===== src/rtl/nibble_loader_if.sv =====
// Nibble-stream and register-load signals between a feeder and nibble_loader.
// master drives the nibble stream; slave is the loader.
interface nibble_loader_if #(
  parameter int unsigned WIDTH = 8
);
  logic [3:0]       in_nib;
  logic             in_valid;
  logic             in_ready;
  logic             in_par;
  logic             flush;
  logic [WIDTH-1:0] ld_d;
  logic             ld_en;
  logic             busy;
  logic [7:0]       words;
  logic             par_err;

  modport master (
    output in_nib, in_valid, in_par, flush,
    input  in_ready, ld_d, ld_en, busy, words, par_err
  );

  modport slave (
    input  in_nib, in_valid, in_par, flush,
    output in_ready, ld_d, ld_en, busy, words, par_err
  );
endinterface


===== src/rtl/nibble_loader.sv =====
// Assembles WIDTH-bit words from a MSN-first nibble stream and strobes each onto ld_d/ld_en.
// Optional odd-parity check on completed words is enabled by NIBBLE_LOADER_PARITY_EN.
module nibble_loader #(
  parameter int unsigned WIDTH = 8
) (
  input logic            clk,
  input logic            clr,
  nibble_loader_if.slave bus
);
  localparam int unsigned NIBBLES = WIDTH / 4;
  localparam int unsigned CntW    = (NIBBLES > 1) ? $clog2(NIBBLES) : 1;
  localparam logic [CntW-1:0] LastCnt = CntW'(NIBBLES - 1);

  typedef enum logic [0:0] {StCollect, StStrobe} state_e;

  state_e           state_q, state_d;
  logic [WIDTH-1:0] shift_q, shift_d;
  logic [WIDTH-1:0] ld_d_q, ld_d_d;
  logic [CntW-1:0]  cnt_q, cnt_d;
  logic [7:0]       words_q, words_d;
  logic             par_err_q, par_err_d;

  logic [WIDTH+3:0] cat;
  logic [WIDTH-1:0] word;
  logic             xfer;
  logic             last;
  logic             par_ok;

  // Concatenate then truncate so WIDTH=4 needs no special case.
  assign cat  = {shift_q, bus.in_nib};
  assign word = cat[WIDTH-1:0];
  assign xfer = bus.in_valid && (state_q == StCollect) && !bus.flush;
  assign last = xfer && (cnt_q == LastCnt);

`ifdef NIBBLE_LOADER_PARITY_EN
  assign par_ok = (^word) ^ bus.in_par;
`else
  logic unused_in_par;
  assign unused_in_par = bus.in_par;
  assign par_ok        = 1'b1;
`endif

  always_comb begin
    state_d   = state_q;
    shift_d   = shift_q;
    cnt_d     = cnt_q;
    ld_d_d    = ld_d_q;
    words_d   = words_q;
    par_err_d = par_err_q;
    unique case (state_q)
      StCollect: begin
        if (bus.flush) begin
          shift_d   = '0;
          cnt_d     = '0;
          par_err_d = 1'b0;
        end else if (xfer) begin
          shift_d = word;
          if (last) begin
            cnt_d = '0;
            if (par_ok) begin
              ld_d_d  = word;
              state_d = StStrobe;
            end else begin
              par_err_d = 1'b1;
            end
          end else begin
            cnt_d = cnt_q + 1'b1;
          end
        end
      end
      StStrobe: begin
        words_d = words_q + 8'd1;
        state_d = StCollect;
      end
      default: state_d = StCollect;
    endcase
  end

  always_ff @(posedge clk) begin
    if (clr) begin
      state_q   <= StCollect;
      shift_q   <= '0;
      cnt_q     <= '0;
      ld_d_q    <= '0;
      words_q   <= '0;
      par_err_q <= 1'b0;
    end else begin
      state_q   <= state_d;
      shift_q   <= shift_d;
      cnt_q     <= cnt_d;
      ld_d_q    <= ld_d_d;
      words_q   <= words_d;
      par_err_q <= par_err_d;
    end
  end

  assign bus.in_ready = (state_q == StCollect);
  assign bus.ld_en    = (state_q == StStrobe);
  assign bus.busy     = (cnt_q != '0) || (state_q == StStrobe);
  assign bus.ld_d     = ld_d_q;
  assign bus.words    = words_q;
  assign bus.par_err  = par_err_q;
endmodule


===== src/flat_wrapper.sv =====
// flat-port wrapper written by rule: the top's interface ports become plain ports
module nibble_loader_flat 
#(
  parameter int unsigned WIDTH = 8
)
  (clk, clr, bus_in_nib, bus_in_valid, bus_in_par, bus_flush, bus_in_ready, bus_ld_d, bus_ld_en, bus_busy, bus_words, bus_par_err);
  nibble_loader_if #(.WIDTH(WIDTH)) bus_i ();
  input logic clk;
  input logic clr;
  input wire logic [$bits(bus_i.in_nib)-1:0] bus_in_nib;
  input wire logic [$bits(bus_i.in_valid)-1:0] bus_in_valid;
  input wire logic [$bits(bus_i.in_par)-1:0] bus_in_par;
  input wire logic [$bits(bus_i.flush)-1:0] bus_flush;
  output wire logic [$bits(bus_i.in_ready)-1:0] bus_in_ready;
  output wire logic [$bits(bus_i.ld_d)-1:0] bus_ld_d;
  output wire logic [$bits(bus_i.ld_en)-1:0] bus_ld_en;
  output wire logic [$bits(bus_i.busy)-1:0] bus_busy;
  output wire logic [$bits(bus_i.words)-1:0] bus_words;
  output wire logic [$bits(bus_i.par_err)-1:0] bus_par_err;
  assign bus_i.in_nib = bus_in_nib;
  assign bus_i.in_valid = bus_in_valid;
  assign bus_i.in_par = bus_in_par;
  assign bus_i.flush = bus_flush;
  assign bus_in_ready = bus_i.in_ready;
  assign bus_ld_d = bus_i.ld_d;
  assign bus_ld_en = bus_i.ld_en;
  assign bus_busy = bus_i.busy;
  assign bus_words = bus_i.words;
  assign bus_par_err = bus_i.par_err;
  nibble_loader #(.WIDTH(WIDTH)) u_core (.clk(clk), .clr(clr), .bus(bus_i));
endmodule

===== config.mk =====
export PLATFORM = sky130hd
export DESIGN_NAME = nibble_loader_flat
export DESIGN_NICKNAME = d
export VERILOG_FILES = /design/src/rtl/nibble_loader_if.sv /design/src/rtl/nibble_loader.sv /design/src/flat_wrapper.sv
export SDC_FILE = /design/constraint.sdc
export NUM_CORES = 1
export LEC_CHECK = 0
export CAP_MARGIN = 25
export CORE_MARGIN = 1
export CORE_UTILIZATION = 49
export CTS_BUF_LIST = sky130_fd_sc_hd__clkbuf_2 sky130_fd_sc_hd__clkbuf_4 sky130_fd_sc_hd__clkbuf_8
export DETAILED_ROUTE_END_ITERATION = 10
export PLACE_DENSITY = 0.85
export SYNTH_ARGS = -nofsm -noshare
export SYNTH_HDL_FRONTEND = slang
export SYNTH_SLANG_ARGS = --single-unit

===== constraint.sdc =====
create_clock -name clk -period 2.9 [get_ports clk]
set_clock_uncertainty 0.05 [all_clocks]
set_input_delay 0.435 -clock clk [delete_from_list [all_inputs] [get_ports clk]]
set_output_delay 0.435 -clock clk [all_outputs]
set_load 0.02 [all_outputs]

==> impl_metrics.toml <==
[drt]
drt_wl_total_um = 1770
vias_per_cell = 5.59
vias = 766
drc = 4
wl_per_cell_um = 12.9
first_iter_violations = 17
dr.pass1.iters = 7
drtAntennaViolNets = 0

[timing]
drv_slew = 0
finalCritPeriodShare = 0.776
finalHoldViolations = 0
fmax_mhz = 444
setup_viol = 0
worst_pin_slew_ps = 766
min_period_ps = 2250
fin_tns_setup_ps = 0
whs_ps = 415
rsz0062_at_grt = "false"
relSlewSlack = 0.488
setup_slack_ps = 649

[setup_path]
cp_max_fo = 13
endpoint = "bus_busy"
r2r-start = "u_core.bus.ld_en$_SDFF_PP0_"
r2r_slack_ps = 1370
required_ps = 2410
end_kind = "output pin"
critPathKind = "reg2out"
worstPathArrival_ps = 1770
worstReg2RegEnd = "u_core.bus.words[7]$_SDFFE_PP0P_"
critPathLaunchType = "flop"
reg2regPathDepth = 3
critPathLaunch = "u_core.bus.ld_en$_SDFF_PP0_"

[grt]
grt_first_pass_wirelength_um = 2900
antenna_found_initial = 0
grt_pass1_vias = 657
grt_max_degree = 23
gr-total-overflow = 0
gr-usage-all-layers = 0.198

[power_and_ir_drop]
finalPower_uw = 579
p_per_area_nw_per_um2 = 495
peakVddDrop_v = 0.000315
leakage_uw = 0.000412

[synthesis]
synthCells = 97
synth_top_area_cell = "dfxtp_1"
synthesis.nets = 107
synth_area_leaders = "dfxtp_1 (51%), nand2_1 (7.8%), a21oi_1 (6.3%)"
syn_area_sq_um = 871
yosys_warnings = 0
syn_avg_cell_area_sq_um = 8.98
synth_seq_cells = 22
yosys.area.top_type_share = 0.506
seq_area_frac_synth = 0.506
synth_cell_types = 25

[placement]
routabilityCongestion = 0.761
io_buffers = 26
placed_cells = 133
hpwl_um = 1240
place_ws_ps = 1010

[floorplanning]
core_sq_um = 1580
pin_count = 29
die_area_sq_um = 1950
die_h_um = 44.2
placementRows = 14
start_util = 0.552
die_w_um = 44.2

[clocking]
h-tree-depth = 1
clock-sinks = 22
clk_latency_ps = 310
cts.clk_slew.worst_paths_ps = 130
ctsHoldBuffers = 0
cts_resized = 0
clockBufferDepth = 2
cts_setup_buffers = 0
cts_buffers = 3
cts_root_buf = "clkbuf_4"
cts_tree = "done"

[job]
drv_cap = 0

[final_layout]
multi_input_area_sq_um = 393
register_area_sq_um = 440
fill_cells = 121
layout.nets = 132
antennaDiodeCount = 0
area_growth_pct = 34.3
layout-drive-gt1-share = 0.0661
stdcell_count = 137

[min_path]
whs_path_depth = 2
min_from = "u_core.bus.ld_d[7]$_SDFFE_PP0P_"
min_path_type = "reg2reg"

[status]
outcome = "complete, but fails checks"
violations = "DRC"
==> cells in the final DEF, fill, tap and decap left out <==
master	n
clkdlybuf4s50_1	26
dfxtp_1	22
nand2_1	18
a21oi_1	11
nor2_1	11
a22oi_1	4
o21ai_0	3
or3_1	3
xor2_1	3
clkbuf_4	3
nand4_1	2
mux2i_1	2
nand3_1	2
inv_1	1
or2_2	1
and4bb_2	1
nand4bb_1	1
nor3b_2	1
o21bai_1	1
nand4_4	1
xnor2_1	1
ha_1	1
conb_1	1
bufinv_16	1
==> sequential cells by signal, summed over array words and instances (netlist names) <==
name and count:
u_core.bus.ld_d 8, u_core.bus.ld_en 1, u_core.cnt_q 1, u_core.shift_q 4
u_core.bus.words 8
==> power by group <==
| group | leakage (uW) | internal [uW] | switching [uW] | total, uW |
|---|---|---|---|---|
| combinational | 0.000206 | 17.8 | 18.5 | 36.3 |
| sequential | 0.000178 | 306 | 2.95 | 309 |
| clock | 0.0000279 | 140 | 94.5 | 234 |
==> critical path, cell delays in order, from the launching register on <==
cell	delay [ps]
dfxtp_1	670
or2_2	200
clkdlybuf4s50_1	590
==> layout make-up <==
class | instances | area share
Sequential cell | 22 | 0.376
Timing Repair Buffer | 26 | 0.222
Clock inverter | 1 | 0.0257
Inverter | 1 | 0.00321
Clock buffer | 3 | 0.0193
Tap cell | 16 | 0.0171
Multi-Input combinational cell | 68 | 0.336
==> how the worst min path moves through the flow <==
stage / to / slack (ps)
after floorplan: u_core.bus.ld_d[4]$_SDFFE_PP0P_ / 380
after global placement: u_core.bus.ld_d[2]$_SDFFE_PP0P_ / 390
after detailed placement: u_core.bus.ld_d[5]$_SDFFE_PP0P_ / 400
after CTS: u_core.bus.ld_d[5]$_SDFFE_PP0P_ / 420
after global routing: u_core.bus.ld_d[6]$_SDFFE_PP0P_ / 430
final: u_core.bus.ld_d[7]$_SDFFE_PP0P_ / 410
==> stage by stage <==
stage	cell area [sq um]	utilization
finish	1170	0.742
CTS	1170	0.742
floorplan	871	-
global placement	1120	0.709
global route	1170	0.742
detailed placement	1120	0.709
==> cell usage after synthesis (all sizes together) <==
cell / number
a21oi: 11
a22oi: 4
and4bb: 1
buf: 3
clkbuf: 3
conb: 1
dfxtp: 22
ha: 1
inv: 1
mux2i: 2
nand2: 18
nand3: 2
nand4: 3
nand4bb: 1
nor2: 11
nor3b: 1
o21ai: 3
o21bai: 1
or2: 1
or3: 3
xnor2: 1
xor2: 3
==> logic make-up after synthesis <==
kind of cell | after synthesis | synth area share
simple gates | 41 | 0.246
flops | 22 | 0.506
compound gates | 19 | 0.124
buf+inv | 7 | 0.0431
xor+xnor | 4 | 0.0402
mux | 2 | 0.0230
fa+ha+maj | 1 | 0.0144
other cells | 1 | 0.00431
==> routing by layer <==
| layer | track usage | vias to the layer above | part of all wire |
|---|---|---|---|
| met2 | 0.321 | 23 | 0.48 |
| met4 | 0.0545 | 0 | 0.0057 |
| li1 | - | 375 | - |
| met5 | 0 | - | 0 |
| met1 | 0.272 | 365 | 0.46 |
| met3 | 0.0367 | 3 | 0.054 |
Note: power is estimated with default switching activity, not from simulation.
